$ cat config.mk
export PLATFORM = sky130hd
export DESIGN_NAME = delay_comp_seq_flat
export DESIGN_NICKNAME = d
export VERILOG_FILES = /design/src/rtl/delay_comp_seq_if.sv /design/src/rtl/delay_comp_seq.sv /design/src/flat_wrapper.sv
export SDC_FILE = /design/constraint.sdc
export NUM_CORES = 1
export LEC_CHECK = 0
export BUFFER_PORTS_ARGS = -buffer_cell sky130_fd_sc_hd__buf_2
export CORE_ASPECT_RATIO = 0.9
export CORE_MARGIN = 1
export CORE_UTILIZATION = 45
export DETAILED_ROUTE_END_ITERATION = 7
export GPL_TIMING_DRIVEN = 1
export PLACE_DENSITY = 0.78
export SETUP_SLACK_MARGIN = 0.5
export SYNTH_ARGS = -nofsm -noshare
export SYNTH_HDL_FRONTEND = slang
export SYNTH_SLANG_ARGS = --single-unit
$ cat constraint.sdc
create_clock -name clk_i -period 1.46 [get_ports clk_i]
set_input_delay 0.073 -clock clk_i [delete_from_list [all_inputs] [get_ports clk_i]]
set_output_delay 0.073 -clock clk_i [all_outputs]
set_load 0.02 [all_outputs]
$ cat src/rtl/delay_comp_seq_if.sv
// Result handshake between the delay-race sequencer and the digital core.
interface delay_comp_seq_if;
    logic       result_valid;
    logic       result_ready;
    logic       result;
    logic [3:0] vote_count;
    logic       timeout;

    // Sequencer side produces the decision, core side accepts it
    modport master (
        output result_valid,
        output result,
        output vote_count,
        output timeout,
        input  result_ready
    );

    modport slave (
        input  result_valid,
        input  result,
        input  vote_count,
        input  timeout,
        output result_ready
    );
endinterface

$ cat src/rtl/delay_comp_seq.sv
// Delay-race sequencer: launches race edges, waits for the comparator done,
// samples its decision TRIALS times and returns the majority vote.
module delay_comp_seq #(
    parameter int unsigned TRIALS         = 5,
    parameter int unsigned TIMEOUT_CYCLES = 16,
    parameter int unsigned SETTLE_CYCLES  = 2
) (
    input  logic clk_i,
    input  logic reset_i,
    input  logic start_i,
    output logic launch_o,
    input  logic cmp_done_i,
    input  logic cmp_y_i,
    output logic output_enable_o,
    output logic busy_o,
    delay_comp_seq_if.master res_if
);
    localparam int unsigned CW = 4;
    localparam int unsigned TW = 8;

    localparam logic [2:0] S_IDLE   = 3'd0;
    localparam logic [2:0] S_LAUNCH = 3'd1;
    localparam logic [2:0] S_ENABLE = 3'd2;
    localparam logic [2:0] S_SAMPLE = 3'd3;
    localparam logic [2:0] S_RTZ    = 3'd4;
    localparam logic [2:0] S_OUTPUT = 3'd5;

    logic [2:0]    state_q,    state_d;
    logic [CW-1:0] trial_q,    trial_d;
    logic [CW-1:0] vote_q,     vote_d;
    logic [TW-1:0] timer_q,    timer_d;
    logic          abort_q,    abort_d;
    logic          launch_q,   launch_d;
    logic          oe_q,       oe_d;
    logic          busy_q,     busy_d;
    logic          valid_q,    valid_d;
    logic          result_q,   result_d;
    logic [CW-1:0] vote_cnt_q, vote_cnt_d;
    logic          timeout_q,  timeout_d;

    logic done_meta_q, done_s_q;
    logic y_meta_q,    y_s_q;

    // Two-flop synchronizers for the asynchronous comparator outputs
    always_ff @(posedge clk_i) begin
        if (reset_i) begin
            done_meta_q <= 1'b1;
            done_s_q    <= 1'b1;
            y_meta_q    <= 1'b0;
            y_s_q       <= 1'b0;
        end else begin
            done_meta_q <= cmp_done_i;
            done_s_q    <= done_meta_q;
            y_meta_q    <= cmp_y_i;
            y_s_q       <= y_meta_q;
        end
    end

    // Next-state, counter and registered-output logic
    always_comb begin
        state_d    = state_q;
        trial_d    = trial_q;
        vote_d     = vote_q;
        timer_d    = timer_q;
        abort_d    = abort_q;
        result_d   = result_q;
        vote_cnt_d = vote_cnt_q;
        timeout_d  = timeout_q;

        case (state_q)
            S_IDLE: begin
                if (start_i) begin
                    state_d = S_LAUNCH;
                    trial_d = '0;
                    vote_d  = '0;
                    timer_d = '0;
                    abort_d = 1'b0;
                end
            end
            S_LAUNCH: begin
                if (!done_s_q) begin
                    state_d = S_ENABLE;
                    timer_d = '0;
                end else if (timer_q == TW'(TIMEOUT_CYCLES - 1)) begin
                    state_d = S_RTZ;
                    timer_d = '0;
                    abort_d = 1'b1;
                end else begin
                    timer_d = timer_q + TW'(1);
                end
            end
            S_ENABLE: begin
                // Two cycles cover the Y synchronizer latency after enabling
                if (timer_q == TW'(1)) begin
                    state_d = S_SAMPLE;
                    timer_d = '0;
                end else begin
                    timer_d = timer_q + TW'(1);
                end
            end
            S_SAMPLE: begin
                if (y_s_q && (vote_q != CW'(TRIALS))) begin
                    vote_d = vote_q + CW'(1);
                end
                if (trial_q != CW'(TRIALS)) begin
                    trial_d = trial_q + CW'(1);
                end
                state_d = S_RTZ;
            end
            S_RTZ: begin
                // Settle count restarts whenever done is still low
                if (!done_s_q) begin
                    timer_d = '0;
                end else if (timer_q == TW'(SETTLE_CYCLES - 1)) begin
                    timer_d = '0;
                    if (abort_q || (trial_q == CW'(TRIALS))) begin
                        state_d    = S_OUTPUT;
                        result_d   = !abort_q && (vote_q > CW'(TRIALS / 2));
                        vote_cnt_d = vote_q;
                        timeout_d  = abort_q;
                    end else begin
                        state_d = S_LAUNCH;
                    end
                end else begin
                    timer_d = timer_q + TW'(1);
                end
            end
            S_OUTPUT: begin
                if (valid_q && res_if.result_ready) begin
                    state_d    = S_IDLE;
                    result_d   = 1'b0;
                    vote_cnt_d = '0;
                    timeout_d  = 1'b0;
                end
            end
            default: begin
                state_d = S_IDLE;
            end
        endcase

        launch_d = (state_d == S_LAUNCH) || (state_d == S_ENABLE) || (state_d == S_SAMPLE);
        oe_d     = (state_d == S_ENABLE) || (state_d == S_SAMPLE);
        busy_d   = (state_d != S_IDLE);
        valid_d  = (state_d == S_OUTPUT);
    end

    // State, counters and outputs
    always_ff @(posedge clk_i) begin
        if (reset_i) begin
            state_q    <= S_IDLE;
            trial_q    <= '0;
            vote_q     <= '0;
            timer_q    <= '0;
            abort_q    <= 1'b0;
            launch_q   <= 1'b0;
            oe_q       <= 1'b0;
            busy_q     <= 1'b0;
            valid_q    <= 1'b0;
            result_q   <= 1'b0;
            vote_cnt_q <= '0;
            timeout_q  <= 1'b0;
        end else begin
            state_q    <= state_d;
            trial_q    <= trial_d;
            vote_q     <= vote_d;
            timer_q    <= timer_d;
            abort_q    <= abort_d;
            launch_q   <= launch_d;
            oe_q       <= oe_d;
            busy_q     <= busy_d;
            valid_q    <= valid_d;
            result_q   <= result_d;
            vote_cnt_q <= vote_cnt_d;
            timeout_q  <= timeout_d;
        end
    end

    assign launch_o            = launch_q;
    assign output_enable_o     = oe_q;
    assign busy_o              = busy_q;
    assign res_if.result_valid = valid_q;
    assign res_if.result       = result_q;
    assign res_if.vote_count   = vote_cnt_q;
    assign res_if.timeout      = timeout_q;
endmodule

$ cat src/flat_wrapper.sv
// flat-port wrapper written by rule: the top's interface ports become plain ports
module delay_comp_seq_flat 
#(
    parameter int unsigned TRIALS         = 5,
    parameter int unsigned TIMEOUT_CYCLES = 16,
    parameter int unsigned SETTLE_CYCLES  = 2
)
  (clk_i, reset_i, start_i, launch_o, cmp_done_i, cmp_y_i, output_enable_o, busy_o, res_if_result_valid, res_if_result, res_if_vote_count, res_if_timeout, res_if_result_ready);
  delay_comp_seq_if res_if_i ();
  input  logic clk_i;
  input  logic reset_i;
  input  logic start_i;
  output logic launch_o;
  input  logic cmp_done_i;
  input  logic cmp_y_i;
  output logic output_enable_o;
  output logic busy_o;
  output wire logic [$bits(res_if_i.result_valid)-1:0] res_if_result_valid;
  output wire logic [$bits(res_if_i.result)-1:0] res_if_result;
  output wire logic [$bits(res_if_i.vote_count)-1:0] res_if_vote_count;
  output wire logic [$bits(res_if_i.timeout)-1:0] res_if_timeout;
  input wire logic [$bits(res_if_i.result_ready)-1:0] res_if_result_ready;
  assign res_if_result_valid = res_if_i.result_valid;
  assign res_if_result = res_if_i.result;
  assign res_if_vote_count = res_if_i.vote_count;
  assign res_if_timeout = res_if_i.timeout;
  assign res_if_i.result_ready = res_if_result_ready;
  delay_comp_seq #(.TRIALS(TRIALS), .TIMEOUT_CYCLES(TIMEOUT_CYCLES), .SETTLE_CYCLES(SETTLE_CYCLES)) u_core (.clk_i(clk_i), .reset_i(reset_i), .start_i(start_i), .launch_o(launch_o), .cmp_done_i(cmp_done_i), .cmp_y_i(cmp_y_i), .output_enable_o(output_enable_o), .busy_o(busy_o), .res_if(res_if_i));
endmodule
==> results of run 1 <==
## per-stage QoR
step                      setup slack (ps)  cells  total power, mW
after CTS                             -187    300             1.95
after global placement                -131    285             1.24
after global routing                  -262    303             2.07
after detailed placement              -207    285             1.24
after floorplan                      -75.6    198             1.16
final                                 -193    303             1.96
## final timing paths
path / cells past startpoint / from / slack, ps / endpoint
worst max-delay path: 5 / u_core.timer_q[7]$_SDFFE_PP0P_ / -190 / u_core.busy_o$_SDFF_PP0_
worst min-delay path: 2 / cmp_y_i / 10 / u_core.y_meta_q$_SDFF_PP0_
worst max register to register: 5 / u_core.timer_q[7]$_SDFFE_PP0P_ / -190 / u_core.busy_o$_SDFF_PP0_
worst min register to register: 1 / u_core.done_meta_q$_SDFF_PP1_ / 420 / u_core.done_s_q$_SDFF_PP1_
## sequential cells by signal, summed over array words and instances, names as in the netlist, 3 cells and up
| signal | flops |
|---|---|
| u_core.timer_q | 8 |
| u_core.res_if.vote_count | 4 |
| u_core.state_q | 3 |
| u_core.trial_q | 4 |
| u_core.vote_q | 4 |
## report_power, final
part	total (mW)	switching, mW	internal [mW]
registers	0.968	0.0224	0.945
clock network	0.644	0.306	0.338
logic	0.346	0.179	0.167
total	1.96	0.508	1.45
## placed cells by master (no fill, tap or decap), types with 5 or more instances in the layout
cell,Yosys,routed
buf_4,2,35
dfxtp_1,34,23
nand2_1,20,18
buf_2,2,15
nor2_1,17,14
o21ai_1,1,13
buf_6,0,8
nand3_2,0,7
dfxtp_2,0,6
inv_2,0,5
a21oi_1,7,5
clkbuf_8,0,5
dfxtp_4,0,5
## worst max-delay path, stage by stage, from the launching register on
cell and delay (ps):
dfxtp_2 340, or4_4 590, nor2_4 140, o32ai_4 110
o211ai_4 230, o211ai_1 120
## routing by layer
metal / up-vias / global-route usage / routed length [µm]
met5: - / 0 / 0
met3: 5 / 0.0545 / 151
met2: 31 / 0.373 / 2080
met4: 0 / 0.0881 / 37
li1: 829 / - / -
met1: 753 / 0.306 / 2110
## cells by family after synthesis
family / Yosys count
AOI/OAI and AO/OA: 48
xor gates and xnor gates: 5
adders and majority gates: 7
buffers and inverters: 18
DFF: 34
muxes: 3
and+or+nand+nor: 83
## repair_timing
action / 4_1_cts / 5_1_grt
hold endpoints to repair: 1 / 0
pin swaps: 17 / 5
setup endpoints to repair: 30 / 30
resized for setup: 36 / 14
hold buffers: 1 / 0
setup buffers: 5 / 3
gates cloned: 1 / 0
## area by class of cell
cell class                 instances  area (µm²)
clock buffer                       8        80.1
multi-input combinational        146        1290
tap                               44        55.1
inverter                          12        52.6
fill                             259         876
timing repair buffer              59         438
sequential                        34         707
==> impl_metrics.env, run 1 <==
export IMPL_outcome="finished, violations left"
export IMPL_violations="setup timing"
export IMPL_synth_compound_area_frac=0.190
export IMPL_synth_area_top_cells="dfxtp_1 40%, ha_1 5.1%, o21ai_0 4.7%, nand2_1 4.4%, nor2_1 3.7%"
export IMPL_synth_simple_area_share=0.272
export IMPL_root_buffer="clkbuf_8"
export IMPL_vias=1618
export IMPL_synth_area_mux_share=0.0197
export IMPL_fin_area_um2=2630
export IMPL_skew_ps=5.64
export IMPL_overflow=0
export IMPL_portBuffers=15
export IMPL_finalCritPeriodShare=1.13
export IMPL_start_kind="flop"
export IMPL_fin_setup_tns_ps=-2650
export IMPL_yosys_top_cells_count="34 x dfxtp_1, 20 x nand2_1, 17 x nor2_1"
export IMPL_yosysUniqueCellTypes=54
export IMPL_power_density_nw_per_um2=745
export IMPL_area_growth_pct=52.9
export IMPL_slew_violations=0
export IMPL_cts_buffers=5
export IMPL_synth_main_ff_cell="dfxtp_1"
export IMPL_whs_ps=13.5
export IMPL_final_nets=271
export IMPL_wl_per_cell_um=14.4
export IMPL_synth_largest_area_cell="dfxtp_1"
export IMPL_p_leak_nw=1.04
export IMPL_grt_setup_unrepaired="yes"
export IMPL_rows=20
export IMPL_endpoint_kind="flop"
export IMPL_chipHeight_um=60.6
export IMPL_die_x_um=67.1
export IMPL_antenna_found_initial=0
export IMPL_synth_fa_ha_area_frac=0.0510
export IMPL_synthArstFlopShare=0
export IMPL_grtUsageTotal=0.233
export IMPL_io_pins=16
export IMPL_slew_headroom=0.777
export IMPL_cts_clk_slew_worst_paths_ps=60
export IMPL_fmax_ghz=0.605
export IMPL_setup_viol=23
export IMPL_min_period_ps=1650
export IMPL_synth_fp_nets=211
export IMPL_drtIter0Drc=63
export IMPL_initial_core_util=0.490
export IMPL_synth_top_family_by_area="simple AND/OR/NAND/NOR gates"
export IMPL_final_core_util=0.750
export IMPL_ant_nets=0
export IMPL_hold_class="input port to flop"
export IMPL_place_area_um2=2230
export IMPL_ir_worst_vdd_v=0.000734
export IMPL_first_pass_iters=4
export IMPL_yosys_area_top_type_share=0.396
export IMPL_yosysMostFrequentCell="dfxtp_1"
export IMPL_routed_wl_mm=4.38
export IMPL_synth_edf_count=0
export IMPL_drive_above_1_share=0.517
export IMPL_crit_type="flop to flop"
export IMPL_grt_pass1_vias=1577
export IMPL_place_congestion=0.835
export IMPL_avgViaCountPerCell=5.34
export IMPL_cts_tree="yes"
export IMPL_h_tree_depth=2
export IMPL_clock_path_buffers=2
export IMPL_diodes=0
export IMPL_syn_area_per_cell_um2=8.68
export IMPL_cap_violations=0
export IMPL_clock_latency_ps=280
export IMPL_synth_xor_area_frac=0.0255
export IMPL_ys_ff_latch=34
export IMPL_clock_sinks=34
export IMPL_arrival_ps=1800
export IMPL_dieArea_um2=4070
export IMPL_hold_violations=0
export IMPL_synthCells=198
export IMPL_critPathMaxFanout=4
export IMPL_setup_ws_ps=-193
export IMPL_tightest_slew_ps=333
export IMPL_required_ps=1610
export IMPL_yosys_warnings=0
export IMPL_ys_seq_area_frac=0.396
export IMPL_grt_start_max_net_pins=13
export IMPL_core_um2=3500
export IMPL_grt_first_pass_wirelength_mm=7.04
export IMPL_dp_hpwl_mm=2.86
export IMPL_netlist_area_um2=1720
export IMPL_drc_errors=0
No activity file was read; power rests on OpenSTA's default activity.
==> run 2: changes to the inputs <==
--- a/config.mk
+++ b/config.mk
@@ -11,7 +11,9 @@
 export CORE_UTILIZATION = 45
 export DETAILED_ROUTE_END_ITERATION = 7
 export GPL_TIMING_DRIVEN = 1
+export HOLD_SLACK_MARGIN = 0.05
 export PLACE_DENSITY = 0.78
+export RECOVER_POWER = 100
 export SETUP_SLACK_MARGIN = 0.5
 export SYNTH_ARGS = -nofsm -noshare
 export SYNTH_HDL_FRONTEND = slang
==> impl_metrics.env, run 2 (synthesized netlist as in run 1, its figures left out) <==
export IMPL_outcome="finished, violations left"
export IMPL_violations="setup timing"
export IMPL_final_common_cell="buf_4"
export IMPL_setup_ws_ps=-194
export IMPL_core_um2=3500
export IMPL_largest_reg_flops=8
export IMPL_tightest_slew_ps=337
export IMPL_cap_violations=0
export IMPL_slew_headroom=0.773
export IMPL_clock_sinks=34
export IMPL_clock_path_buffers=2
export IMPL_place_congestion=0.835
export IMPL_grt_start_max_net_pins=13
export IMPL_largest_register="u_core.timer_q"
export IMPL_wl_per_cell_um=14.4
export IMPL_io_pins=16
export IMPL_vias=1637
export IMPL_setup_viol=26
export IMPL_final_cell_mix="35 x buf_4, 23 x dfxtp_1, 18 x nand2_1"
export IMPL_finalCritPeriodShare=1.13
export IMPL_final_core_util=0.750
export IMPL_diodes=0
export IMPL_fin_area_um2=2630
export IMPL_cts_buffers=5
export IMPL_fin_cells=305
export IMPL_root_buffer="clkbuf_8"
export IMPL_start_kind="flop"
export IMPL_dieArea_um2=4070
export IMPL_worstPathCellList="or4_4 -> nor2_4 -> o32ai_4 -> o211ai_4 -> o211ai_1"
export IMPL_cts_tree="yes"
export IMPL_arrival_ps=1800
export IMPL_fin_setup_tns_ps=-2730
export IMPL_hold_class="input port to flop"
export IMPL_grt_first_pass_wirelength_mm=7.06
export IMPL_grt_setup_unrepaired="yes"
export IMPL_crit_family="simple AND/OR/NAND/NOR gates"
export IMPL_avgViaCountPerCell=5.37
export IMPL_first_pass_iters=4
export IMPL_area_growth_pct=52.9
export IMPL_ant_nets=0
export IMPL_hold_violations=0
export IMPL_p_leak_nw=1.00
export IMPL_fin_total_pwr_mw=1.96
export IMPL_power_density_nw_per_um2=745
export IMPL_n_fill_cell=265
export IMPL_initial_core_util=0.490
export IMPL_skew_ps=7.26
export IMPL_crit_type="flop to flop"
export IMPL_cp_buffers_inverters=0
export IMPL_dp_hpwl_mm=2.86
export IMPL_placedCellCount=285
export IMPL_drc_errors=0
export IMPL_required_ps=1610
export IMPL_final_nets=273
export IMPL_slew_violations=0
export IMPL_chipHeight_um=60.6
export IMPL_portBuffers=15
export IMPL_h_tree_depth=2
export IMPL_rows=20
export IMPL_endpoint_kind="flop"
export IMPL_grtUsageTotal=0.234
export IMPL_min_period_ps=1650
export IMPL_drtIter0Drc=60
export IMPL_fmax_ghz=0.604
export IMPL_grt_pass1_vias=1573
export IMPL_ir_worst_vdd_v=0.000727
export IMPL_critPathMaxFanout=4
export IMPL_antenna_found_initial=0
export IMPL_cts_clk_slew_worst_paths_ps=60
export IMPL_drive_above_1_share=0.471
export IMPL_crit_path_top_delay_cell="or4_4"
export IMPL_clock_latency_ps=280
export IMPL_overflow=0
export IMPL_routed_wl_mm=4.41
export IMPL_max_stage_delay_ps=590
export IMPL_place_area_um2=2230
export IMPL_die_x_um=67.1
run 2: cell types whose count changed in the layout (fill, tap and decap cells not counted), sizes merged:
cell | before | now
buf | 58 | 48
clkbuf | 8 | 18
dlygate4sd3 | 1 | 3
run 2: power breakdown:
part           total (mW)  internal, mW  leakage, nW  switching [mW]
combinational       0.347         0.168        0.680           0.179
clock               0.644         0.338       0.0395           0.306
sequential          0.968         0.945        0.282          0.0223
run 2: worst paths after layout:
kind                                                     start                             end  slack, ps  cells past startpoint
worst max-delay path            u_core.timer_q[7]$_SDFFE_PP0P_        u_core.busy_o$_SDFF_PP0_       -190                      5
worst min-delay path                                   reset_i  u_core.timer_q[2]$_SDFFE_PP0P_         90                      2
worst max register to register  u_core.timer_q[7]$_SDFFE_PP0P_        u_core.busy_o$_SDFF_PP0_       -190                      5
worst min register to register   u_core.done_meta_q$_SDFF_PP1_      u_core.done_s_q$_SDFF_PP1_        420                      1
run 2: final cells by class:
cell class                      count  area (µm²)  area share
Clock buffer                        8        80.1      0.0305
Inverter                           12        52.6      0.0200
Timing Repair Buffer               61         445       0.170
Multi-Input combinational cell    146        1290       0.490
Tap cell                           44        55.1      0.0210
Sequential cell                    34         707       0.269
run 2: timing repair:
item,CTS,global route
resized for setup,36,14
gates cloned,1,0
hold buffers,3,0
buffers inserted,5,3
endpoints found under the setup margin,30,30
hold endpoints to repair,3,0
pin swaps,17,5
run 2: worst reg2reg max path: stages, from the launching register on:
cell and delay [ps]:
dfxtp_2 340, or4_4 590, nor2_4 140, o32ai_4 110
o211ai_4 230, o211ai_1 120
run 2: stage by stage:
step | worst slack, ps | hold WS, ps
5_1_grt | -262 | 109
2_1_floorplan | -75.6 | 177
6_report | -194 | 93.5
4_1_cts | -187 | 74.1
3_5_place_dp | -207 | 260
3_3_place_gp | -131 | 259
run 2: metal layers:
layer  up-vias  global-route usage  routed length (µm)
li1        832                   -                   -
met1       769               0.309                2140
met2        31               0.376                2100
met3         5              0.0545                 130
met4         0              0.0821                  37
met5         -                   0                   0
